[src/rtl/tb_pkg.sv]
// Shared constants and types for the operand_driver stimulus generator:
// LFSR polynomial, default seeds, control-state enum and LFSR helpers.
package tb_pkg;

    localparam logic [31:0] LFSR_POLY      = 32'h8020_0003;
    localparam logic [31:0] DEFAULT_SEED_A = 32'h0000_0001;
    localparam logic [31:0] DEFAULT_SEED_B = 32'hACE1_2468;

    typedef enum logic [1:0] {
        IDLE   = 2'd0,
        RUN    = 2'd1,
        FROZEN = 2'd2
    } state_e;

    // Galois right-shift step for x^32+x^22+x^2+x+1
    function automatic logic [31:0] lfsr_next(input logic [31:0] s);
        return (s >> 1) ^ (s[0] ? LFSR_POLY : 32'h0);
    endfunction

    // An all-zero LFSR never leaves zero, so substitute 1
    function automatic logic [31:0] seed_fix(input logic [31:0] s);
        return (s == 32'h0) ? 32'h1 : s;
    endfunction

endpackage

[src/rtl/operand_driver_if.sv]
// Beat bus from operand_driver to the DUT input stage / scoreboard.
// The master drives operands and valid; the slave returns ready.
interface operand_driver_if #(
    parameter int WIDTH = 32
);
    logic [WIDTH-1:0] o_dut_a;
    logic [WIDTH-1:0] o_dut_b;
    logic             o_valid;
    logic             i_ready;

    modport master (
        output o_dut_a,
        output o_dut_b,
        output o_valid,
        input  i_ready
    );

    modport slave (
        input  o_dut_a,
        input  o_dut_b,
        input  o_valid,
        output i_ready
    );
endinterface

[src/rtl/operand_driver_lfsr32.sv]
// 32-bit Galois LFSR with step enable; resets to its (zero-fixed) seed.
module lfsr32
    import tb_pkg::*;
#(
    parameter logic [31:0] SEED = DEFAULT_SEED_A
) (
    input  logic        clk,
    input  logic        rst,
    input  logic        step_en,
    output logic [31:0] state
);

    logic [31:0] s_q;
    logic [31:0] s_d;

    always_comb begin
        s_d = s_q;
        if (step_en) s_d = lfsr_next(s_q);
    end

    always_ff @(posedge clk or posedge rst) begin
        if (rst) s_q <= seed_fix(SEED);
        else     s_q <= s_d;
    end

    assign state = s_q;

endmodule

[src/rtl/operand_driver.sv]
// Operand-pair beat generator: LFSR or manual source, set/clear filter, valid/ready out.
// Define OPERAND_DRIVER_STALL_CTR_EN to add the o_stall_ctr backpressure counter.
module operand_driver
    import tb_pkg::*;
#(
    parameter int          WIDTH  = 32,
    parameter logic [31:0] SEED_A = DEFAULT_SEED_A,
    parameter logic [31:0] SEED_B = DEFAULT_SEED_B
) (
    input  logic                 clk_dut,
    input  logic                 reset,
    input  logic                 enable,
    input  logic                 freeze,
    input  logic                 i_fselect,
    input  logic [WIDTH-1:0]     i_fmanual_a,
    input  logic [WIDTH-1:0]     i_fmanual_b,
    input  logic [WIDTH-1:0]     i_fbitset_a,
    input  logic [WIDTH-1:0]     i_fbitset_b,
    input  logic [WIDTH-1:0]     i_fbitclr_a,
    input  logic [WIDTH-1:0]     i_fbitclr_b,
    operand_driver_if.master     bus,
    output logic [31:0]          o_gen_ctr
`ifdef OPERAND_DRIVER_STALL_CTR_EN
    ,
    output logic [31:0]          o_stall_ctr
`endif
);

    state_e           state_q, state_d;
    logic             valid_q, valid_d;
    logic [WIDTH-1:0] dut_a_q, dut_a_d;
    logic [WIDTH-1:0] dut_b_q, dut_b_d;
    logic [31:0]      gen_ctr_q, gen_ctr_d;
    logic [31:0]      lfsr_a, lfsr_b;
    logic [WIDTH-1:0] raw_a, raw_b, filt_a, filt_b;
    logic             load, xfer, lfsr_step;

    lfsr32 #(.SEED(SEED_A)) u_lfsr_a (
        .clk     (clk_dut),
        .rst     (reset),
        .step_en (lfsr_step),
        .state   (lfsr_a)
    );

    lfsr32 #(.SEED(SEED_B)) u_lfsr_b (
        .clk     (clk_dut),
        .rst     (reset),
        .step_en (lfsr_step),
        .state   (lfsr_b)
    );

    // Clear is applied last so it wins over set
    always_comb begin
        raw_a  = i_fselect ? i_fmanual_a : lfsr_a[WIDTH-1:0];
        raw_b  = i_fselect ? i_fmanual_b : lfsr_b[WIDTH-1:0];
        filt_a = (raw_a | i_fbitset_a) & ~i_fbitclr_a;
        filt_b = (raw_b | i_fbitset_b) & ~i_fbitclr_b;
    end

    // Gating load on enable/freeze too keeps a same-cycle freeze or disable
    // from slipping one last beat out.
    always_comb begin
        xfer      = valid_q & bus.i_ready;
        load      = (state_q == RUN) & enable & ~freeze & (~valid_q | bus.i_ready);
        lfsr_step = load & ~i_fselect;
    end

    always_comb begin
        state_d   = state_q;
        valid_d   = valid_q;
        dut_a_d   = dut_a_q;
        dut_b_d   = dut_b_q;
        gen_ctr_d = gen_ctr_q + {31'd0, xfer};

        if (!enable) begin
            state_d = IDLE;
        end else begin
            case (state_q)
                IDLE:    if (!freeze) state_d = RUN;
                RUN:     if (freeze)  state_d = FROZEN;
                FROZEN:  if (!freeze) state_d = RUN;
                default: state_d = IDLE;
            endcase
        end

        if (!enable) begin
            valid_d = 1'b0;
        end else if (load) begin
            valid_d = 1'b1;
            dut_a_d = filt_a;
            dut_b_d = filt_b;
        end else if (xfer) begin
            valid_d = 1'b0;
        end
    end

    always_ff @(posedge clk_dut or posedge reset) begin
        if (reset) begin
            state_q   <= IDLE;
            valid_q   <= 1'b0;
            dut_a_q   <= '0;
            dut_b_q   <= '0;
            gen_ctr_q <= 32'd0;
        end else begin
            state_q   <= state_d;
            valid_q   <= valid_d;
            dut_a_q   <= dut_a_d;
            dut_b_q   <= dut_b_d;
            gen_ctr_q <= gen_ctr_d;
        end
    end

`ifdef OPERAND_DRIVER_STALL_CTR_EN
    logic [31:0] stall_ctr_q, stall_ctr_d;

    always_comb begin
        stall_ctr_d = stall_ctr_q + {31'd0, valid_q & ~bus.i_ready};
    end

    always_ff @(posedge clk_dut or posedge reset) begin
        if (reset) stall_ctr_q <= 32'd0;
        else       stall_ctr_q <= stall_ctr_d;
    end

    assign o_stall_ctr = stall_ctr_q;
`endif

    assign bus.o_dut_a = dut_a_q;
    assign bus.o_dut_b = dut_b_q;
    assign bus.o_valid = valid_q;
    assign o_gen_ctr   = gen_ctr_q;

endmodule

[src/flat_wrapper.sv]
// flat-port wrapper written by rule: the top's interface ports become plain ports
module operand_driver_flat import tb_pkg::*;
#(
    parameter int          WIDTH  = 32,
    parameter logic [31:0] SEED_A = DEFAULT_SEED_A,
    parameter logic [31:0] SEED_B = DEFAULT_SEED_B
)
  (clk_dut, reset, enable, freeze, i_fselect, i_fmanual_a, i_fmanual_b, i_fbitset_a, i_fbitset_b, i_fbitclr_a, i_fbitclr_b, o_gen_ctr, bus_o_dut_a, bus_o_dut_b, bus_o_valid, bus_i_ready);
  operand_driver_if #(.WIDTH(WIDTH)) bus_i ();
  input  logic clk_dut;
  input  logic reset;
  input  logic enable;
  input  logic freeze;
  input  logic i_fselect;
  input  logic [WIDTH-1:0] i_fmanual_a;
  input  logic [WIDTH-1:0] i_fmanual_b;
  input  logic [WIDTH-1:0] i_fbitset_a;
  input  logic [WIDTH-1:0] i_fbitset_b;
  input  logic [WIDTH-1:0] i_fbitclr_a;
  input  logic [WIDTH-1:0] i_fbitclr_b;
  output logic [31:0] o_gen_ctr;
  output wire logic [$bits(bus_i.o_dut_a)-1:0] bus_o_dut_a;
  output wire logic [$bits(bus_i.o_dut_b)-1:0] bus_o_dut_b;
  output wire logic [$bits(bus_i.o_valid)-1:0] bus_o_valid;
  input wire logic [$bits(bus_i.i_ready)-1:0] bus_i_ready;
  assign bus_o_dut_a = bus_i.o_dut_a;
  assign bus_o_dut_b = bus_i.o_dut_b;
  assign bus_o_valid = bus_i.o_valid;
  assign bus_i.i_ready = bus_i_ready;
  operand_driver #(.WIDTH(WIDTH), .SEED_A(SEED_A), .SEED_B(SEED_B)) u_core (.clk_dut(clk_dut), .reset(reset), .enable(enable), .freeze(freeze), .i_fselect(i_fselect), .i_fmanual_a(i_fmanual_a), .i_fmanual_b(i_fmanual_b), .i_fbitset_a(i_fbitset_a), .i_fbitset_b(i_fbitset_b), .i_fbitclr_a(i_fbitclr_a), .i_fbitclr_b(i_fbitclr_b), .bus(bus_i), .o_gen_ctr(o_gen_ctr));
endmodule
[config.mk]
export PLATFORM = sky130hd
export DESIGN_NAME = operand_driver_flat
export DESIGN_NICKNAME = d
export VERILOG_FILES = /design/src/rtl/tb_pkg.sv /design/src/rtl/operand_driver_if.sv /design/src/rtl/operand_driver_lfsr32.sv /design/src/rtl/operand_driver.sv /design/src/flat_wrapper.sv
export SDC_FILE = /design/constraint.sdc
export NUM_CORES = 1
export LEC_CHECK = 0
export CORE_MARGIN = 3
export CORE_UTILIZATION = 30
export DETAILED_ROUTE_END_ITERATION = 10
export DONT_BUFFER_PORTS = 1
export PLACE_DENSITY = 0.54
export SLEW_MARGIN = 20
export SYNTH_ARGS = -nofsm -noshare
export SYNTH_HDL_FRONTEND = slang
export SYNTH_SLANG_ARGS = --single-unit
[constraint.sdc]
create_clock -name clk_dut -period 8.7 [get_ports clk_dut]
set_clock_uncertainty 0.2 [all_clocks]
set_input_delay 0.87 -clock clk_dut [delete_from_list [all_inputs] [get_ports clk_dut]]
set_output_delay 0.87 -clock clk_dut [all_outputs]
set_load 0.01 [all_outputs]
==> key figures <==
Status
  – Status: finished, final reports clean

Placement
  – Placed Area: 7640 µm²
  – DP HPWL: 13.4 mm
  – GPL Wtd Cong: 0.765
  – Dpl ws: 5.75 ns
  – Dpl cells: 922
  – Port bufs: 0

Die
  – # rows: 56
  – Die Y: 163 µm
  – Total Die Area: 26500 µm²
  – Core footprint: 23800 µm²
  – Initial Util: 30.9%
  – Die extent in x: 163 µm
  – Ports: 295

Power and ir drop
  – Clk pwr share: 41.6%
  – Peak VDD IR: 0.122 mV
  – Net Sw Frac: 28.3%
  – P_int: 1.35 mW
  – NetSw: 535 µW
  – Leak: 3.52 nW
  – Pwr Density: 229 nW/µm²
  – Overall power: 1.89 mW
  – Combinational share of power: 7.5%
  – Sequential Power Share: 50.9%

Finish
  – P&R area growth vs syn: 12.0%
  – Final core utilization: 34.6%
  – Post-route design area: 8250 µm²
  – Final nets: 823
  – Fillers: 2421
  – Layout cell share with drive strength beyond 1: 16.4%
  – Non-filler instance count after layout: 955

Worst setup path
  – Critical Path RT: 8.83 ns
  – Crit path DAT: 2.69 ns
  – Worst Path Class, Setup: flop to flop
  – Crit path max fanout: 82
  – Crit path launch type: flop
  – Reg2reg setup slack: 6.13 ns
  – Setup crit end kind: flop

STA
  – Final worst slack: 6.13 ns
  – Final Cycle Share: 29.5%
  – RSZ-0062 raised after global routing: false
  – Slew headroom: 33.3%
  – Min Clock Period, post-route: 2.57 ns
  – Slew at the pin closest to its max-slew limit: 1.00 ns
  – Fmax: 0.390 GHz
  – Final hold violations: 0
  – Final hold slack: 0.242 ns
  – Final setup fails: 0
  – Setup TNS Final: 0 ns
  – Max-slew violations: 0

Global route
  – Initial antenna violation count: 0
  – Largest net degree at the start of global routing: 130
  – First-pass GRT wire length: 29.0 mm
  – Grt ovf: 0
  – Overall routing resource usage: 13.9%
  – Vias in the first global route: 5210

Run
  – Max-Cap Viols: 0

CTS
  – Root Buffer: clkbuf_16
  – Clk sink count: 163
  – Clock transition at path regs: 0.07 ns
  – CTS tree: yes
  – CTS Buf Count: 17
  – Worst skew pair latency: 0.42 ns
  – Post-CTS Hold Buffers: 0
  – H-tree levels: 4
  – CTS max path bufs: 2
  – Post-CTS Resized: 0
  – Post-CTS Setup Bufs: 0

Routing
  – DRC Markers: 0
  – Final ANT Viol Nets: 0
  – WL final: 18.7 mm
  – Vias/cell: 5.17
  – Via Count: 4934
  – Pre-antenna DRT Iters: 5
  – Mean routed wirelength per cell: 19.5 µm
  – First-iteration detailed-routing DRC count: 305

Yosys
  – Syn_nets: 838
  – Yosys cell types: 33
  – Cell count after synthesis: 637
  – Sequential area share after synthesis: 55.6%
  – Synth Warn #: 0
  – Syn Area/Cell: 11.6 µm²
  – Yosys reg bits: 163
  – Area of the mapped netlist: 7370 µm²

Worst hold path
  – Hold Path Class: input pin to asynchronous set/reset pin
worst paths after layout:
kind                                          endpoint                from  depth (start not counted)
worst min register to register       u_core.state_q[0]   u_core.state_q[0]                          1
max in group asynchronous        u_core.bus.o_dut_b[1]               reset                          2
worst max-delay path            u_core.bus.o_dut_b[16]  u_core.bus.o_valid                          6
worst min-delay path             u_core.bus.o_dut_a[0]               reset                          1
worst max register to register  u_core.bus.o_dut_b[16]  u_core.bus.o_valid                          6
min in group clk_dut                 u_core.state_q[0]   u_core.state_q[0]                          1
cell usage after synthesis (all sizes together):
cell | number | area share (%)
dfrtp | 149 | 51
nand3b | 1 | 0.10
and2 | 2 | 0.17
nor3b | 1 | 0.17
nand2 | 75 | 3.8
a21oi | 5 | 0.34
and4 | 2 | 0.24
xor2 | 9 | 1.1
nand4 | 15 | 1.5
inv | 2 | 0.10
nand3 | 18 | 1.2
nor2 | 13 | 0.66
o31ai | 64 | 6.5
o21a | 1 | 0.10
a211oi | 64 | 6.5
nand2b | 1 | 0.085
and3 | 4 | 0.34
dfstp | 14 | 5.0
buf | 17 | 1.2
nor2b | 65 | 5.5
xnor2 | 28 | 3.3
clkbuf | 20 | 1.0
mux2 | 58 | 8.9
nor4 | 3 | 0.75
nor3 | 2 | 0.14
and4bb | 1 | 0.17
ha | 3 | 0.51
flip-flops by register name, summed over array words and instances (netlist names):
name and count:
u_core.o_gen_ctr 32, u_core.u_lfsr_a.state 32, u_core.state_q 2, u_core.bus.o_dut_a 32, u_core.u_lfsr_b.state 32, u_core.bus.o_dut_b 32
u_core.bus.o_valid 1
cell usage in the layout (no fill, tap or decap), types with 5 or more instances in the layout:
| cell type | instances |
|---|---|
| nor2b_1 | 65 |
| xor2_1 | 9 |
| nand3_1 | 18 |
| dfstp_2 | 14 |
| nor2_1 | 13 |
| nand2_1 | 75 |
| xnor2_1 | 28 |
| a211oi_1 | 64 |
| a21oi_1 | 5 |
| nand4_1 | 14 |
| inv_6 | 7 |
| dfrtp_1 | 149 |
| o31ai_1 | 64 |
| mux2_1 | 10 |
| clkbuf_16 | 17 |
| mux2_2 | 48 |
cell families after synthesis:
family,count (synthesis),synth area share (%)
buf+inv,39,2.33
xor+xnor,37,4.40
simple gates,203,14.9
fa+ha+maj,3,0.509
compound gates,134,13.5
flops,163,55.6
mux,58,8.86
per-layer routing:
metal,vias up,GRT usage (%),part of all wire [%],wire length [µm]
met4,0,4.23,1.9,364
met1,2412,17.8,42,7820
li1,2288,-,-,-
met5,-,0,0,0
met3,22,4.50,8.2,1530
met2,212,22.3,48,8960
worst max-delay path, cell delays in order, from the launching register on:
cell and delay, ns:
dfrtp_1 0.41, nor2b_1 0.24, nand3b_1 0.14, buf_4 0.40
buf_4 0.70, nand2_1 0.15, o31ai_1 0.10
cell type report:
type,instances,area (µm²),area share [%]
Inverter,2,12.5,0.152
Antenna cell,1,2.50,0.0303
Clock buffer,17,425,5.16
Multi-Input combinational cell,435,3110,37.6
Timing Repair Buffer,3,26.3,0.318
Sequential cell,163,4100,49.6
Tap cell,319,399,4.84
Clock inverter,15,183,2.21
power groups by stage:
stage / combinational [mW] / sequential, mW / clock (mW)
2_1_floorplan: 0.126 / 0.942 / 0
3_3_place_gp: 0.137 / 0.976 / 0
3_5_place_dp: 0.146 / 0.977 / 0
4_1_cts: 0.146 / 0.963 / 0.812
5_1_grt: 0.167 / 0.973 / 0.843
6_report: 0.142 / 0.960 / 0.786
Power figures use the tool's default switching activity.
